===== config.mk =====
export PLATFORM = sky130hd
export DESIGN_NAME = gr_timer
export DESIGN_NICKNAME = d
export VERILOG_FILES = /design/src/rtl/gr_timer.sv
export SDC_FILE = /design/constraint.sdc
export NUM_CORES = 1
export LEC_CHECK = 0
export CORE_MARGIN = 5
export CORE_UTILIZATION = 45
export CTS_CLUSTER_DIAMETER = 150
export DETAILED_ROUTE_END_ITERATION = 8
export GPL_TIMING_DRIVEN = 0
export PLACE_DENSITY = 0.72
export REMOVE_ABC_BUFFERS = 1
export SLEW_MARGIN = 20
export SYNTH_ARGS = -nofsm -noshare
export SYNTH_HDL_FRONTEND = slang
export SYNTH_SLANG_ARGS = --single-unit

===== constraint.sdc =====
create_clock -name clk -period 2.9 [get_ports clk]
set_input_delay 0.435 -clock clk [delete_from_list [all_inputs] [get_ports clk]]
set_output_delay 0.435 -clock clk [all_outputs]
set_load 0.03 [all_outputs]

===== src/rtl/gr_timer.sv =====
// gr_timer: 16-bit programmable interval timer for the gr0040 I/O bus.
// Four word registers (RELOAD, COUNT, CTRL, STATUS) with a down-counter
// that raises a sticky, maskable interrupt on every expiry, in either
// one-shot or periodic mode. Single clock, synchronous active-high reset.
// The read-data port is named dout because "do" is a reserved word.
module gr_timer #(
    parameter int W = 16
) (
    input  logic         clk,
    input  logic         rst,
    input  logic         sel,
    input  logic         sw,
    input  logic         lw,
    input  logic [1:0]   ad,
    input  logic [W-1:0] di,
    output logic [W-1:0] dout,
    output logic         rdy,
    output logic         intreq
);

    localparam logic [1:0]   AD_RELOAD = 2'd0;
    localparam logic [1:0]   AD_COUNT  = 2'd1;
    localparam logic [1:0]   AD_CTRL   = 2'd2;
    localparam logic [1:0]   AD_STATUS = 2'd3;
    localparam logic [W-1:0] ONE       = {{(W-1){1'b0}}, 1'b1};

    // Architectural state
    logic [W-1:0] r_reload;
    logic [W-1:0] r_count;
    logic         r_en;
    logic         r_ie;
    logic         r_per;
    logic         r_pend;

    // Bus decode and counter conditions
    logic         w_wr;
    logic         w_rd;
    logic         w_wr_reload;
    logic         w_wr_count;
    logic         w_wr_ctrl;
    logic         w_w1c;
    logic         w_count_nz;
    logic         w_expire;
    logic [W-1:0] w_count_nxt;
    logic [W-1:0] w_rd_data;

    assign w_wr        = sel & sw;
    assign w_rd        = sel & lw;
    assign w_wr_reload = w_wr & (ad == AD_RELOAD);
    assign w_wr_count  = w_wr & (ad == AD_COUNT);
    assign w_wr_ctrl   = w_wr & (ad == AD_CTRL);
    assign w_w1c       = w_wr & (ad == AD_STATUS) & di[0];

    // C == 0 while enabled is the expiry event, so the decrement never wraps.
    assign w_count_nz  = (r_count != '0);
    assign w_expire    = r_en & ~w_count_nz;

    // Next count: a bus write wins, otherwise decrement or reload on expiry.
    // The reload uses the current RELOAD, so a same-cycle RELOAD write only
    // takes effect from the following expiry. One-shot expiry leaves C at 0.
    always_comb begin
        w_count_nxt = r_count;
        if (w_wr_count) begin
            w_count_nxt = di;
        end else if (r_en) begin
            if (w_count_nz) begin
                w_count_nxt = r_count - ONE;
            end else if (r_per) begin
                w_count_nxt = r_reload;
            end
        end
    end

    // RELOAD register: plain software-written value.
    always_ff @(posedge clk) begin
        if (rst) begin
            r_reload <= '0;
        end else if (w_wr_reload) begin
            r_reload <= di;
        end
    end

    // COUNT register: follows the next-count selection every cycle.
    always_ff @(posedge clk) begin
        if (rst) begin
            r_count <= '0;
        end else begin
            r_count <= w_count_nxt;
        end
    end

    // CTRL register: a software write overrides the one-shot auto-disable.
    always_ff @(posedge clk) begin
        if (rst) begin
            r_en  <= 1'b0;
            r_ie  <= 1'b0;
            r_per <= 1'b0;
        end else if (w_wr_ctrl) begin
            r_en  <= di[0];
            r_ie  <= di[1];
            r_per <= di[2];
        end else if (w_expire && !r_per) begin
            r_en  <= 1'b0;
        end
    end

    // PEND flag: set on expiry, cleared by write-1; a coincident expiry wins
    // so an interrupt is never lost to a late acknowledge.
    always_ff @(posedge clk) begin
        if (rst) begin
            r_pend <= 1'b0;
        end else if (w_expire) begin
            r_pend <= 1'b1;
        end else if (w_w1c) begin
            r_pend <= 1'b0;
        end
    end

    // Read mux: zero when not reading so the result can be OR-merged on the bus.
    always_comb begin
        w_rd_data = '0;
        if (w_rd) begin
            case (ad)
                AD_RELOAD: w_rd_data = r_reload;
                AD_COUNT:  w_rd_data = r_count;
                AD_CTRL:   w_rd_data = {{(W-3){1'b0}}, r_per, r_ie, r_en};
                default:   w_rd_data = {{(W-1){1'b0}}, r_pend};
            endcase
        end
    end

    assign dout   = w_rd_data;
    assign rdy    = sel;
    // Interrupt is a pure function of registered state.
    assign intreq = r_pend & r_ie;

endmodule


==> flow_summary_export.csv <==
group,metric,value,unit
final_layout,fill_cells,500,
synth,yosysSeqAreaShare,30.3,%
power_and_ir_drop,vdd_drop_max,0.000299,V
global_route,grt_usage,20.3,%
floorplan,rows,26,
clocking,clkSinkCount,36,
run,max_cap_violations,0,
synth,synthTopCellsByArea,"dfxtp_1, nand2_1, mux2i_1",
synth,synth_top_cell_by_area,"dfxtp_1",
clocking,cts_buffer_depth,2,
setup_path,path_max_fanout,24,
clocking,cts_tree,"done",
global_route,grt_pass1_wl,10.6,mm
floorplan,die-area,0.00683,mm2
sta,hold_violations,0,
power_and_ir_drop,p_comb_share,23.0,%
synth,synth-edff-count,0,
floorplan,pin_count,41,
sta,rsz0062_at_grt,"no",
global_route,grt_pass1_vias,2233,
power_and_ir_drop,switching_power,0.420,mW
placed_design,port-buffer-count,40,
synth,async_reset_ff_share,0,%
power_and_ir_drop,p_leak,1.28,nW
sta,slew_viol_final,0,
placed_design,dp_hpwl,4.33,mm
clocking,ctsRootBufferMaster,"clkbuf_8",
power_and_ir_drop,pwr-share-clk,41.5,%
final_layout,drive_above_1_share,9.85,%
synth,synth_top_area_share,30.3,%
sta,tightest_slew,1010,ps
synth,yosysMostFrequentCell,"nand2_1",
floorplan,start_util,46.5,%
sta,skew,10.4,ps
global_route,gr-total-overflow,0,
drt,vias,2316,
status,status,"finished, final reports clean",
setup_path,crit_arrival,2800,ps
drt,wl_per_cell,16.1,um
sta,layout_setup_ws,293,ps
synth,synthCells,308,
power_and_ir_drop,intPower,1.09,mW
final_layout,area_delta_synth_final,25.3,%
setup_path,end_kind,"register",
final_layout,finish.instance_area,0.00298,mm2
power_and_ir_drop,power,1.51,mW
drt,dr.first_iter.drc_count,154,
final_layout,antenna_cells,0,
floorplan,die_height,82.7,um
clocking,post_cts_buffers,0,
global_route,grt_antenna_before_repair,0,
synth,yosysUniqueCellTypes,57,
sta,final-setup-viol-count,0,
drt,drc,0,
setup_path,r2r_setup_slack,290,ps
placed_design,dp_slack,-19.0,ps
synth,avgSynthCellArea,7.71,um2
sta,min_period,2610,ps
placed_design,gp_congestion,0.876,
clocking,postCtsHoldBufs,0,
drt,finalWirelength,6.53,mm
drt,ant_nets,0,
power_and_ir_drop,powerDensity,506,mW/mm2
placed_design,placed_cell_area,0.00276,mm2
drt,first_pass_iters,4,
global_route,grt_max_degree,36,
worst_hold_path,hp-class,"reg -> reg",
sta,max_slew_margin,32.8,%
setup_path,cp.required,3090,ps
final_layout,nNetsFinal,359,
clocking,cts_made_buffers,5,
drt,vias_per_cell,5.72,
synth,syn_area,0.00238,mm2
clocking,clock_latency,300,ps
floorplan,core,0.00511,mm2
clocking,h-tree-depth,2,
synth,synth_seq_cells,36,
sta,fmax,384,MHz
synth,synthTopCellsByCount,"nand2_1, nor2_1, dfxtp_1, a21oi_1, mux2i_1",
synth,ys.flop_type,"dfxtp_1",
setup_path,path_class,"reg -> reg",
floorplan,die-width,82.7,um
power_and_ir_drop,swShare,27.9,%
setup_path,cp-start-kind,"register",
sta,finalCritPeriodShare,89.9,%
synth,yosys_warnings,0,
clocking,clk_pin_slew,80,ps
power_and_ir_drop,seqPwrFrac,35.5,%
layout by cell type (no fill, tap or decap), drive strengths merged, types with 7 or more instances in the layout:
master and n:
inv 8, nand2 50, dfxtp 36, mux2i 18
nor2 43, o21ai 13, nor3 10, a311oi 8
nand2b 7, dlymetal6s2s 14, clkdlybuf4s50 24, a21oi 26
sequential cells by signal (all words and copies together), names as in the netlist:
signal    cells
r_count      16
r_en          1
r_ie          1
r_pend        1
r_per         1
r_reload     16
logic make-up after synthesis:
group | synth area share [%]
AOI/OAI and AO/OA | 21.7
xor gates and xnor gates | 1.47
adders and majority gates | 1.05
buffers and inverters | 5.95
DFF | 30.3
muxes | 9.00
and+or+nand+nor | 30.4
power by group through the flow:
stage / Sequential [mW] / Clock (mW) / Combinational, mW
after floorplan: 0.540 / 0 / 0.227
after global placement: 0.545 / 0 / 0.332
after detailed placement: 0.546 / 0 / 0.336
after CTS: 0.535 / 0.631 / 0.340
after global routing: 0.538 / 0.649 / 0.379
final: 0.535 / 0.626 / 0.346
layout make-up:
| cell class | instances | area, um2 | share of cell area, % |
|---|---|---|---|
| clock inverters | 3 | 90.1 | 3.03 |
| well taps | 70 | 87.6 | 2.94 |
| flip-flops and latches | 36 | 721 | 24.2 |
| clock buffers | 5 | 68.8 | 2.31 |
| repair buffers | 42 | 452 | 15.2 |
| multi-input cells | 241 | 1530 | 51.3 |
| inverters | 8 | 30.0 | 1.01 |
path summary, 6_finish.rpt:
| kind | startpoint | to | cells after the start |
|---|---|---|---|
| max | r_count[0] | r_count[9] | 7 |
| min | r_reload[3] | r_reload[3] | 2 |
| max reg2reg | r_count[0] | r_count[9] | 7 |
| min reg2reg | r_reload[3] | r_reload[3] | 2 |
what timing repair did:
action | CTS | global route
resized for setup | 0 | 15
endpoints found under the setup margin | 0 | 27
hold endpoints to repair | 0 | 0
worst max-delay path, cell delays in order, from the launching register on:
cell and delay, ps:
dfxtp_1 390, inv_1 130, ha_1 160, nor4b_4 380
nand4_4 430, o21ai_4 550, nor3_1 140, a2111oi_2 300
routing by layer:
layer  share of wire (%)  vias to the layer above  track usage (%)
li1                    -                     1148                -
met1                  45                     1106             25.4
met2                  49                       57             35.7
met3                 4.9                        5             3.47
met4                0.95                        0             5.39
met5                   0                        -                0
per-stage QoR:
stage	TNS [ps]	util, %	instances	hold slack [ps]
after floorplan	0	-	285	437
after global placement	-29550	53.9	395	457
after detailed placement	-19.0	54.0	396	468
after CTS	0	57.1	404	478
after global routing	0	58.3	405	508
final	0	58.3	405	475
No activity file was read; power rests on OpenSTA's default activity.
